[config.mk]
export PLATFORM = sky130hd
export DESIGN_NAME = multicycle_ctrl
export DESIGN_NICKNAME = d
export VERILOG_FILES = /design/src/rtl/multicycle_ctrl.sv
export SDC_FILE = /design/constraint.sdc
export NUM_CORES = 1
export LEC_CHECK = 0
export CAP_MARGIN = 20
export CORE_ASPECT_RATIO = 0.6
export CORE_MARGIN = 10
export CORE_UTILIZATION = 40
export DETAILED_ROUTE_END_ITERATION = 10
export PLACE_DENSITY = 0.81
export SYNTH_ARGS = -nofsm -noshare
export SYNTH_HDL_FRONTEND = slang
export SYNTH_SLANG_ARGS = --single-unit
[constraint.sdc]
create_clock -name clk -period 7.4 [get_ports clk]
set_clock_uncertainty 0.1 [all_clocks]
set_input_delay 1.48 -clock clk [delete_from_list [all_inputs] [get_ports clk]]
set_output_delay 1.48 -clock clk [all_outputs]
set_load 0.05 [all_outputs]
[src/rtl/multicycle_ctrl.sv]
// Multicycle MIPS control FSM: FETCH/DECODE/EXEC/MEM/WB sequencing,
// memory ready handshake with timeout, SYSCALL halt, debug counters.
//
// Ports:
//   clk, rst_n           clock, async active-low reset
//   op, func             IR[31:26], IR[5:0]
//   mem_ready            memory completes access this cycle
//   resume               pulse, leaves HALT
//   ir_write, pc_write   register enables
//   iord                 memory address select (0 PC, 1 ALUOut)
//   mem_read, mem_write  memory strobes; mem_mode 01 half, 10 word
//   alu_src_a/b          ALU operand selects
//   signed_ext           immediate sign/zero extend
//   alu_op, shift_var    ALU operation, variable shift select
//   branch, pc_src       branch kind, PC source
//   reg_write, reg_dst   register file write enable, destination
//   mem_to_reg           write-back source
//   halted, bus_err      status flags
//   illegal              one-cycle pulse on undecodable instruction
//   state                current state encoding
//   cycle_cnt, instr_cnt debug counters
module multicycle_ctrl #(
   parameter int ALU_OP_W    = 4,
   parameter int CNT_W       = 32,
   parameter int MEM_TIMEOUT = 15
) (
   input  logic                clk,
   input  logic                rst_n,
   input  logic [5:0]          op,
   input  logic [5:0]          func,
   input  logic                mem_ready,
   input  logic                resume,
   output logic                ir_write,
   output logic                pc_write,
   output logic                iord,
   output logic                mem_read,
   output logic                mem_write,
   output logic [1:0]          mem_mode,
   output logic                alu_src_a,
   output logic [1:0]          alu_src_b,
   output logic                signed_ext,
   output logic [ALU_OP_W-1:0] alu_op,
   output logic                shift_var,
   output logic [1:0]          branch,
   output logic [1:0]          pc_src,
   output logic                reg_write,
   output logic [1:0]          reg_dst,
   output logic [1:0]          mem_to_reg,
   output logic                halted,
   output logic                bus_err,
   output logic                illegal,
   output logic [3:0]          state,
   output logic [CNT_W-1:0]    cycle_cnt,
   output logic [CNT_W-1:0]    instr_cnt
);

   localparam int WAIT_W = $clog2(MEM_TIMEOUT + 1);

   typedef enum logic [3:0] {
      S_FETCH    = 4'd0,
      S_DECODE   = 4'd1,
      S_EXEC_R   = 4'd2,
      S_WB_R     = 4'd3,
      S_EXEC_I   = 4'd4,
      S_WB_I     = 4'd5,
      S_MEM_ADDR = 4'd6,
      S_MEM_RD   = 4'd7,
      S_WB_MEM   = 4'd8,
      S_MEM_WR   = 4'd9,
      S_BRANCH   = 4'd10,
      S_JUMP     = 4'd11,
      S_HALT     = 4'd12,
      S_ERR      = 4'd13
   } state_e;

   localparam logic [5:0] OP_RTYPE = 6'd0;
   localparam logic [5:0] OP_J     = 6'd2;
   localparam logic [5:0] OP_JAL   = 6'd3;
   localparam logic [5:0] OP_BEQ   = 6'd4;
   localparam logic [5:0] OP_BNE   = 6'd5;
   localparam logic [5:0] OP_BGTZ  = 6'd7;
   localparam logic [5:0] OP_ADDI  = 6'd8;
   localparam logic [5:0] OP_ADDIU = 6'd9;
   localparam logic [5:0] OP_SLTI  = 6'd10;
   localparam logic [5:0] OP_SLTIU = 6'd11;
   localparam logic [5:0] OP_ANDI  = 6'd12;
   localparam logic [5:0] OP_ORI   = 6'd13;
   localparam logic [5:0] OP_LW    = 6'd35;
   localparam logic [5:0] OP_SH    = 6'd41;
   localparam logic [5:0] OP_SW    = 6'd43;

   localparam logic [5:0] F_SLL     = 6'd0;
   localparam logic [5:0] F_SRL     = 6'd2;
   localparam logic [5:0] F_SRA     = 6'd3;
   localparam logic [5:0] F_SLLV    = 6'd4;
   localparam logic [5:0] F_JR      = 6'd8;
   localparam logic [5:0] F_SYSCALL = 6'd12;
   localparam logic [5:0] F_ADD     = 6'd32;
   localparam logic [5:0] F_ADDU    = 6'd33;
   localparam logic [5:0] F_SUB     = 6'd34;
   localparam logic [5:0] F_SUBU    = 6'd35;
   localparam logic [5:0] F_AND     = 6'd36;
   localparam logic [5:0] F_OR      = 6'd37;
   localparam logic [5:0] F_NOR     = 6'd39;
   localparam logic [5:0] F_SLT     = 6'd42;
   localparam logic [5:0] F_SLTU    = 6'd43;

   localparam logic [ALU_OP_W-1:0] ALU_SLL  = ALU_OP_W'(0);
   localparam logic [ALU_OP_W-1:0] ALU_SRA  = ALU_OP_W'(1);
   localparam logic [ALU_OP_W-1:0] ALU_SRL  = ALU_OP_W'(2);
   localparam logic [ALU_OP_W-1:0] ALU_ADD  = ALU_OP_W'(5);
   localparam logic [ALU_OP_W-1:0] ALU_SUB  = ALU_OP_W'(6);
   localparam logic [ALU_OP_W-1:0] ALU_AND  = ALU_OP_W'(7);
   localparam logic [ALU_OP_W-1:0] ALU_OR   = ALU_OP_W'(8);
   localparam logic [ALU_OP_W-1:0] ALU_NOR  = ALU_OP_W'(10);
   localparam logic [ALU_OP_W-1:0] ALU_SLT  = ALU_OP_W'(11);
   localparam logic [ALU_OP_W-1:0] ALU_SLTU = ALU_OP_W'(12);
   localparam logic [ALU_OP_W-1:0] ALU_DEF  = ALU_OP_W'(13);

   state_e             state_q, state_d;
   logic [WAIT_W-1:0]  wait_q, wait_d;
   logic [CNT_W-1:0]   cycle_cnt_q, cycle_cnt_d;
   logic [CNT_W-1:0]   instr_cnt_q, instr_cnt_d;

   logic [ALU_OP_W-1:0] r_alu, i_alu;
   logic                r_ok, i_sext, is_jr, is_sys;
   logic [1:0]          br_code;
   state_e              dec_next;
   logic                dec_ill;
   logic                timeout;
   logic                ins_inc;

   // R-type function field decode
   always_comb begin
      r_alu = ALU_DEF;
      r_ok  = 1'b1;
      case (func)
         F_SLL:   r_alu = ALU_SLL;
         F_SLLV:  r_alu = ALU_SLL;
         F_SRA:   r_alu = ALU_SRA;
         F_SRL:   r_alu = ALU_SRL;
         F_ADD:   r_alu = ALU_ADD;
         F_ADDU:  r_alu = ALU_ADD;
         F_SUB:   r_alu = ALU_SUB;
         F_SUBU:  r_alu = ALU_SUB;
         F_AND:   r_alu = ALU_AND;
         F_OR:    r_alu = ALU_OR;
         F_NOR:   r_alu = ALU_NOR;
         F_SLT:   r_alu = ALU_SLT;
         F_SLTU:  r_alu = ALU_SLTU;
         default: r_ok  = 1'b0;
      endcase
   end

   // I-type ALU op and extension mode
   always_comb begin
      i_alu  = ALU_DEF;
      i_sext = 1'b0;
      case (op)
         OP_ADDI:  begin i_alu = ALU_ADD;  i_sext = 1'b1; end
         OP_ADDIU: begin i_alu = ALU_ADD;  i_sext = 1'b1; end
         OP_SLTI:  begin i_alu = ALU_SLT;  i_sext = 1'b1; end
         OP_SLTIU: i_alu = ALU_SLTU;
         OP_ANDI:  i_alu = ALU_AND;
         OP_ORI:   i_alu = ALU_OR;
         default:  i_alu = ALU_DEF;
      endcase
   end

   assign is_jr  = (op == OP_RTYPE) && (func == F_JR);
   assign is_sys = (op == OP_RTYPE) && (func == F_SYSCALL);

   always_comb begin
      br_code = 2'b00;
      case (op)
         OP_BEQ:  br_code = 2'b01;
         OP_BNE:  br_code = 2'b10;
         OP_BGTZ: br_code = 2'b11;
         default: br_code = 2'b00;
      endcase
   end

   // DECODE dispatch
   always_comb begin
      dec_next = S_FETCH;
      dec_ill  = 1'b0;
      unique case (1'b1)
         is_jr:                dec_next = S_JUMP;
         is_sys:               dec_next = S_HALT;
         (op == OP_RTYPE) && r_ok:
                               dec_next = S_EXEC_R;
         (op == OP_ADDI)  ||
         (op == OP_ADDIU) ||
         (op == OP_SLTI)  ||
         (op == OP_SLTIU) ||
         (op == OP_ANDI)  ||
         (op == OP_ORI):       dec_next = S_EXEC_I;
         (op == OP_LW) ||
         (op == OP_SW) ||
         (op == OP_SH):        dec_next = S_MEM_ADDR;
         (op == OP_BEQ) ||
         (op == OP_BNE) ||
         (op == OP_BGTZ):      dec_next = S_BRANCH;
         (op == OP_J) ||
         (op == OP_JAL):       dec_next = S_JUMP;
         default:              dec_ill  = 1'b1;
      endcase
   end

   // last permitted wait cycle: a miss here means bus error
   assign timeout = (wait_q == WAIT_W'(MEM_TIMEOUT - 1));

   always_comb begin
      state_d    = state_q;
      wait_d     = '0;
      ir_write   = 1'b0;
      pc_write   = 1'b0;
      iord       = 1'b0;
      mem_read   = 1'b0;
      mem_write  = 1'b0;
      mem_mode   = 2'b00;
      alu_src_a  = 1'b0;
      alu_src_b  = 2'd0;
      signed_ext = 1'b0;
      alu_op     = '0;
      shift_var  = 1'b0;
      branch     = 2'b00;
      pc_src     = 2'd0;
      reg_write  = 1'b0;
      reg_dst    = 2'd0;
      mem_to_reg = 2'd0;
      halted     = 1'b0;
      bus_err    = 1'b0;
      illegal    = 1'b0;
      case (state_q)
         S_FETCH: begin
            mem_read  = 1'b1;
            alu_src_b = 2'd1;
            alu_op    = ALU_ADD;
            if (mem_ready) begin
               ir_write = 1'b1;
               pc_write = 1'b1;
               state_d  = S_DECODE;
            end else if (timeout) begin
               state_d = S_ERR;
            end else begin
               wait_d = wait_q + WAIT_W'(1);
            end
         end
         S_DECODE: begin
            alu_src_b  = 2'd3;
            alu_op     = ALU_ADD;
            signed_ext = 1'b1;
            illegal    = dec_ill;
            state_d    = dec_next;
         end
         S_EXEC_R: begin
            alu_src_a = 1'b1;
            alu_op    = r_alu;
            shift_var = (func == F_SLLV);
            state_d   = S_WB_R;
         end
         S_WB_R: begin
            reg_write = 1'b1;
            reg_dst   = 2'd1;
            state_d   = S_FETCH;
         end
         S_EXEC_I: begin
            alu_src_a  = 1'b1;
            alu_src_b  = 2'd2;
            signed_ext = i_sext;
            alu_op     = i_alu;
            state_d    = S_WB_I;
         end
         S_WB_I: begin
            reg_write = 1'b1;
            state_d   = S_FETCH;
         end
         S_MEM_ADDR: begin
            alu_src_a  = 1'b1;
            alu_src_b  = 2'd2;
            signed_ext = 1'b1;
            alu_op     = ALU_ADD;
            state_d    = (op == OP_LW) ? S_MEM_RD : S_MEM_WR;
         end
         S_MEM_RD: begin
            mem_read = 1'b1;
            iord     = 1'b1;
            if (mem_ready) begin
               state_d = S_WB_MEM;
            end else if (timeout) begin
               state_d = S_ERR;
            end else begin
               wait_d = wait_q + WAIT_W'(1);
            end
         end
         S_WB_MEM: begin
            reg_write  = 1'b1;
            mem_to_reg = 2'd1;
            state_d    = S_FETCH;
         end
         S_MEM_WR: begin
            mem_write = 1'b1;
            iord      = 1'b1;
            mem_mode  = (op == OP_SH) ? 2'b01 : 2'b10;
            if (mem_ready) begin
               state_d = S_FETCH;
            end else if (timeout) begin
               state_d = S_ERR;
            end else begin
               wait_d = wait_q + WAIT_W'(1);
            end
         end
         S_BRANCH: begin
            alu_src_a = 1'b1;
            alu_op    = ALU_SUB;
            branch    = br_code;
            pc_src    = 2'd1;
            state_d   = S_FETCH;
         end
         S_JUMP: begin
            pc_write = 1'b1;
            pc_src   = is_jr ? 2'd3 : 2'd2;
            if (op == OP_JAL) begin
               reg_write  = 1'b1;
               reg_dst    = 2'd2;
               mem_to_reg = 2'd2;
            end
            state_d = S_FETCH;
         end
         S_HALT: begin
            halted = 1'b1;
            if (resume) state_d = S_FETCH;
         end
         S_ERR: begin
            bus_err = 1'b1;
         end
         default: state_d = S_FETCH;
      endcase
   end

   // SYSCALL retires on entry to HALT, so leaving HALT is not counted
   always_comb begin
      ins_inc = 1'b0;
      if (state_q == S_DECODE)
         ins_inc = (state_d == S_HALT);
      else if (state_d == S_FETCH &&
               state_q != S_FETCH &&
               state_q != S_HALT)
         ins_inc = 1'b1;
   end

   always_comb begin
      cycle_cnt_d = cycle_cnt_q;
      if (state_q != S_HALT && state_q != S_ERR)
         cycle_cnt_d = cycle_cnt_q + CNT_W'(1);
      instr_cnt_d = instr_cnt_q + CNT_W'(ins_inc);
   end

   always_ff @(posedge clk or negedge rst_n) begin
      if (!rst_n) begin
         state_q     <= S_FETCH;
         wait_q      <= '0;
         cycle_cnt_q <= '0;
         instr_cnt_q <= '0;
      end else begin
         state_q     <= state_d;
         wait_q      <= wait_d;
         cycle_cnt_q <= cycle_cnt_d;
         instr_cnt_q <= instr_cnt_d;
      end
   end

   assign state     = state_q;
   assign cycle_cnt = cycle_cnt_q;
   assign instr_cnt = instr_cnt_q;

endmodule

==> qor.csv <==
stage,metric,value,unit
placement,GP Congestion,0.904,
placement,HPWL Detailed,8740,um
clock_network,cts repair resizes,0,
worst_setup_path,worst setup path class,in2out,
placement,# placed instances,661,
die,starting density of the core,41.0,%
die,die footprint,14600,sq um
logic_synthesis,"EDFF count, synth",0,
global_routing,initial antenna violation count,0,
run,max-capacitance violation count,0,
timing,Setup-failing EPs final,0,
die,Top-Level Pins,112,
routing,total vias in the final route,3618,
worst_setup_path,FF-to-FF setup slack,3.29,ns
routing,wl on met1,5160,um
logic_synthesis,cell type contributing the most total cell area after synthesis,sky130_fd_sc_hd__dfrtp_1,
worst_setup_path,Worst setup SP type,input port,
logic_synthesis,synth warn,0,
logic_synthesis,Synthesized Nets,450,
die,die span in y,97.8,um
power_and_ir_drop,PD cells,323,nW/um^2
final_layout,final instance count without filler cells,677,
timing,slew at the pin closest to its max-slew limit,0.897,ns
logic_synthesis,sequential fraction of the synthesis area,44.7,%
die,die width,150,um
global_routing,aggregate global-route resource usage,15.4,%
clock_network,TritonCTS clock tree,built,
routing,Starting DRT DRC Count,257,
final_layout,combined area of the multi-input logic cells,2120,sq um
global_routing,remaining global-route overflow,0,
clock_network,deepest level of the CTS H-tree,3,
timing,final worst-path cycle share,78.0,%
routing,Post-DRT Antenna Nets,0,
status,status,"complete, no violations",
worst_setup_path,Worst setup EP type,output port,
final_layout,share of post-route cells with drive strength above 1,5.90,%
worst_setup_path,capture point of the critical path,alu_op[2],
final_layout,Layout fillers,839,
worst_setup_path,launch point of the worst path,func[5],
logic_synthesis,Syn Inst Count,429,
clock_network,insertion delay to the later sink of the worst-skew pair,0.33,ns
timing,"Min Clock Period, post-route",5.77,ns
global_routing,first-pass GRT wire length,18500,um
logic_synthesis,share of flip-flops with an asynchronous set or reset after synthesis,100,%
worst_setup_path,Required @ worst endpoint,5.82,ns
timing,RSZ-0062 raised after global routing,no,
routing,Residual DRC,0,
routing,Post-Route WL,11300,um
routing,top routing layer used,met4,
logic_synthesis,Avg Synthesized Cell Area,9.40,sq um
timing,tightest slew margin relative to the limit,40.2,%
logic_synthesis,fraction of synthesized cell area taken by the top area cell type,44.7,%
final_layout,sequential cell area,1800,sq um
clock_network,maximum buffer depth of the clock tree,2,
timing,Setup Total Neg Slack,0,ns
routing,amount of wire on met2 after detailed routing,4940,um
hold_path,Worst Min Path Start,cycle_cnt[31],
hold_path,worst hold path class,reg2reg,
global_routing,pin count of the biggest net entering global routing,73,
die,row cnt,28,
logic_synthesis,post-synth design cell area,4030,sq um
logic_synthesis,"Distinct cells, synth",54,
final_layout,Synth-to-Final Area Change,38.1,%
die,floorplan core area,9840,sq um
logic_synthesis,most frequently used flop master after synthesis,sky130_fd_sc_hd__dfrtp_1,
power_and_ir_drop,leak pwr,0.00236,uW
global_routing,vias in the first global route,3475,
routing,Routed met3 length,1140,um
worst_setup_path,Critical R2R Capture,instr_cnt[31],
routing,Routed WL per cell,16.8,um
placement,PortBufs,111,
timing,maximum clock frequency,0.173,GHz
clock_network,clock tree root driver cell,sky130_fd_sc_hd__clkbuf_16,
logic_synthesis,number of storage elements in the synthesis netlist,72,
worst_setup_path,startpoint of the lowest-slack register-to-register path,state[0],
final_layout,net count of the finished layout,558,
worst_setup_path,cells along the critical path,"clkdlybuf4s50_1, or2_2, o22a_1, o22a_1, o41ai_1, a211oi_1, a211o_1, clkdlybuf4s50_1",
power_and_ir_drop,post-route total power,1800,uW
timing,Fin. Hold Viols,0,
clock_network,clock-pin transition on the worst setup and hold timing paths,0.06,ns
final_layout,Inserted Diodes,0,
routing,Vias/cell,5.34,
clock_network,setup fix buffers added after clock tree synthesis,0,
worst_setup_path,slowest CP cell,sky130_fd_sc_hd__clkdlybuf4s50_1,
worst_setup_path,number of cells on the worst reg-to-reg path,13,
worst_setup_path,Worst Path Max Fanout,10,
logic_synthesis,leading cell types by total area after synthesis,"sky130_fd_sc_hd__dfrtp_1, sky130_fd_sc_hd__xnor2_1, sky130_fd_sc_hd__nand2_1",
clock_network,CTS sink cnt,72,
clock_network,TritonCTS Buffers,9,
timing,max-slew violations,0,
routing,DRT Pass-1 Iters,5,
clock_network,number of hold-repair buffers added at the cts stage,0,
power_and_ir_drop,maximum resistive drop on vdd,0.338,mV
worst_setup_path,data arrival time of the critical path,4.19,ns
worst_setup_path,longest individual stage delay on the worst path,0.70,ns
-- routing by layer --
metal  track usage, %  up-vias
met1             20.8     1764
met2             22.3      132
met3             6.08       10
met4             3.98        0
met5                0        -
li1                 -     1712
-- synth_stat cells, drive strengths merged, types with 3 or more instances --
library cell,count
nor2b,5
xnor2,47
and3,16
nand3,23
a211o,3
ha,5
xor2,17
nor4,3
nor2,40
nor3,11
a211oi,3
or3,4
nand3b,3
a21oi,17
and2,6
a31oi,5
buf,7
dfrtp,72
or2,4
nand4,15
nand2b,5
clkbuf,8
o21ai,13
nand2,52
a21o,3
inv,11
and4,6
-- power by group --
part           switching (uW)  internal [uW]  leakage, uW
clock network             158            304     0.000160
logic                     536            259      0.00122
registers                98.8            441     0.000979
-- flip-flops by register name (all words and copies together), names as in the netlist --
name and cells:
instr_cnt 32, cycle_cnt 32, wait_q 4, state 4
-- worst min path at each step --
| stage | to | slack (ns) | cells past startpoint |
|---|---|---|---|
| after floorplan | wait_q[0] | 0.35 | 1 |
| after global routing | cycle_cnt[31] | 0.38 | 1 |
| after global placement | cycle_cnt[31] | 0.36 | 1 |
| after CTS | cycle_cnt[31] | 0.38 | 1 |
| final | cycle_cnt[31] | 0.37 | 1 |
| after detailed placement | instr_cnt[31] | 0.36 | 1 |
-- critical path, delay by kind of cell --
kind	cells	cell delay, ns
AOI/OAI and AO/OA	5	1.07
buffers and inverters	2	1.27
and+or+nand+nor	1	0.37
-- cell usage in the layout (no fill, tap or decap), types with 6 or more instances in the layout --
| master | instances |
|---|---|
| sky130_fd_sc_hd__dfrtp_1 | 72 |
| sky130_fd_sc_hd__clkbuf_16 | 9 |
| sky130_fd_sc_hd__clkdlybuf4s50_1 | 110 |
| sky130_fd_sc_hd__and3_1 | 15 |
| sky130_fd_sc_hd__inv_1 | 11 |
| sky130_fd_sc_hd__nor3_1 | 9 |
| sky130_fd_sc_hd__and2_1 | 6 |
| sky130_fd_sc_hd__nor2_1 | 40 |
| sky130_fd_sc_hd__nand2_1 | 52 |
| sky130_fd_sc_hd__a21oi_1 | 17 |
| sky130_fd_sc_hd__nand3_1 | 23 |
| sky130_fd_sc_hd__xor2_1 | 17 |
| sky130_fd_sc_hd__xnor2_1 | 47 |
| sky130_fd_sc_hd__nand4_1 | 13 |
| sky130_fd_sc_hd__o21ai_0 | 13 |
-- per-stage QoR --
stage | instance area (sq um) | worst slack, ns | hold WS, ns | util, %
after floorplan | 4030 | 2.27 | 0.355 | -
after global placement | 5250 | 1.72 | 0.359 | 53.3
after global routing | 5570 | 1.49 | 0.377 | 56.6
after detailed placement | 5250 | 1.65 | 0.364 | 53.3
final | 5570 | 1.63 | 0.372 | 56.6
after CTS | 5570 | 1.65 | 0.375 | 56.6
-- cell families after synthesis --
kind of cell | share of synthesized area (%)
adder cells (fa/ha/maj) | 1.55
flip-flops | 44.7
AO/OA/AOI/OAI | 9.99
buffers and inverters | 2.73
multiplexers | 0.558
XOR/XNOR | 13.9
AND/OR/NAND/NOR | 26.6
-- cell type report --
| class | count | share of cell area, % |
|---|---|---|
| timing repair buffer | 112 | 20.0 |
| sequential | 72 | 32.4 |
| inverter | 11 | 0.741 |
| tap | 135 | 3.03 |
| multi-input combinational | 331 | 38.1 |
| clock buffer | 11 | 4.36 |
| clock inverter | 5 | 1.42 |
Power figures use the tool's default switching activity.
==> RTL change, RTL diff (same settings) <==
`MEM_TIMEOUT`: 15 -> 30.
--- a/src/rtl/multicycle_ctrl.sv
+++ b/src/rtl/multicycle_ctrl.sv
@@ -22,7 +22,7 @@
 module multicycle_ctrl #(
    parameter int ALU_OP_W    = 4,
    parameter int CNT_W       = 32,
-   parameter int MEM_TIMEOUT = 15
+   parameter int MEM_TIMEOUT = 30
 ) (
    input  logic                clk,
    input  logic                rst_n,
Formal check against the unedited RTL: same outputs for any inputs over 10 cycles, from zero or initial values and one cycle with rst_n low; that may be too few to reach the edited logic, so the function may still have changed.
==> RTL change against the original RTL <==
Routed wire length rose by 2.5%. Sequential cell count grew 1. Combinational power decreased by 1%. Design area grew 0.79%. Setup slack gained 0.072 ns. Critical path depth unchanged. Critical path type unchanged. Total power up 4.2%. Synthesized area rose by 0.12%. First-iteration DRC count grew 41%.
==> RTL change: results (changes against the original RTL) <==
Global route
  • Global-route wire length before repair: 19000 um (was 18500 um)
  • Met2 Use GR: 23.7% (was 22.3%)
  • Grt met1 use: 21.3% (was 20.8%)
  • Vias in the first global route: 3597 (was 3475)
  • Pin count of the biggest net entering global routing: 74 (was 73)
  • All-Layer GR Usage: 15.8% (was 15.4%)
  • Met3 usage: 5.71% (was 6.08%)

Place
  • DP Worst Slack: 1.75 ns (was 1.65 ns)
  • Placed cell area: 5250 sq um (about the same)
  • Gpl congestion: 0.900 (was 0.904)
  • Hpwl dp: 8760 um (was 8740 um)
  • Placed cell count: 661 (unchanged)
  • IO Port Bufs: 111 (unchanged)

Power and ir drop
  • P_int: 1.07 mW (was 1.00 mW)
  • P_comb: 0.785 mW (was 0.796 mW)
  • Static leakage: 2.33 nW (was 2.36 nW)
  • Worst VDD drop: 0.220 mV (was 0.338 mV)
  • Clock share of power: 28.2% (was 25.7%)
  • Sw power: 0.803 mW (was 0.794 mW)

Setup path
  • R2r setup slk: 2.97 ns (was 3.29 ns)
  • Crit Path Max Fanout: 9 (was 10)
  • Reg2Reg Depth: 11 (was 13)
  • CP arrival: 4.12 ns (was 4.19 ns)
  • Reg2reg end: instr_cnt[30]$_DFF_PN0_ (was instr_cnt[31]$_DFF_PN0_)
  • Worst r2r src: state[0]$_DFF_PN0_ (unchanged)
  • Critical path origin: op[0] (was func[5])
  • Critical Path Max Stage Delay: 0.85 ns (was 0.70 ns)

Synthesis
  • Syn_nets: 452 (was 450)
  • Post-synthesis compound-gate area fraction: 10.5% (was 9.99%)
  • Adder-cell share of the synthesized area: 1.55% (about the same)
  • Sequential fraction of the synthesis area: 45.2% (was 44.7%)
  • Synth top cells by count: dfrtp_1, nor2_1, xnor2_1 (was dfrtp_1, nand2_1, xnor2_1)
  • Synth Area in XOR/XNOR: 14.7% (was 13.9%)
  • Count of different cell masters after synthesis: 55 (was 54)
  • Mux share of post-synthesis cell area: 0.279% (was 0.558%)
  • Syn_area_per_cell: 9.37 sq um (was 9.40 sq um)
  • Ranking of synthesized cells by area: dfrtp_1, xnor2_1, nor2_1, nand2_1, xor2_1 (was dfrtp_1, xnor2_1, nand2_1, nor2_1, xor2_1)

Final layout
  • Filler Cell Count: 819 (was 839)
  • Layout cell share with drive strength beyond 1: 5.17% (was 5.90%)
  • Final #Nets: 558 (unchanged)
  • Antenna cells: 0 (unchanged)

Drt
  • Routed met3 length: 1060 um (was 1140 um)
  • Met2 routed WL: 5220 um (was 4940 um)
  • WL met1: 5220 um (was 5160 um)
  • DR vias: 3666 (was 3618)
  • DR iter-0 viols: 362 (was 257)
  • Avg Vias per Cell: 5.42 (was 5.34)
  • Total Wirelength: 11600 um (was 11300 um)
  • DRT Pass-1 Iters: 4 (was 5)

Clocking
  • H-tree depth: 3 (unchanged)

STA
  • Setup violators final: 0 (unchanged)
  • Minimum clock period: 5.70 ns (was 5.77 ns)
  • Fin Hold WS: 0.373 ns (was 0.372 ns)
  • Worst Tran Pin Value: 0.904 ns (was 0.897 ns)

Outcome
  • Status: finished, final reports clean (unchanged)

Min path
  • Worst hold path type: register to register (unchanged)
[RTL change: cell type report]
cell class              instances  area, sq um  area share [%]
flip-flops and latches         73         1830            32.5
clock buffers                   9          225            4.01
clock inverters                 7          143            2.54
multi-input cells             331         2100            37.4
inverters                      10         37.5           0.669
repair buffers                112         1110            19.8
well taps                     135          169            3.01
[RTL change: worst min-delay path by stage]
| stage | startpoint | end | depth (start not counted) |
|---|---|---|---|
| floorplan | wait_q[0]$_DFF_PN0_ | wait_q[0]$_DFF_PN0_ | 1 |
| global placement | instr_cnt[31]$_DFF_PN0_ | instr_cnt[31]$_DFF_PN0_ | 1 |
| detailed placement | instr_cnt[31]$_DFF_PN0_ | instr_cnt[31]$_DFF_PN0_ | 1 |
| CTS | instr_cnt[31]$_DFF_PN0_ | instr_cnt[31]$_DFF_PN0_ | 1 |
| global route | instr_cnt[31]$_DFF_PN0_ | instr_cnt[31]$_DFF_PN0_ | 1 |
| finish | instr_cnt[31]$_DFF_PN0_ | instr_cnt[31]$_DFF_PN0_ | 1 |
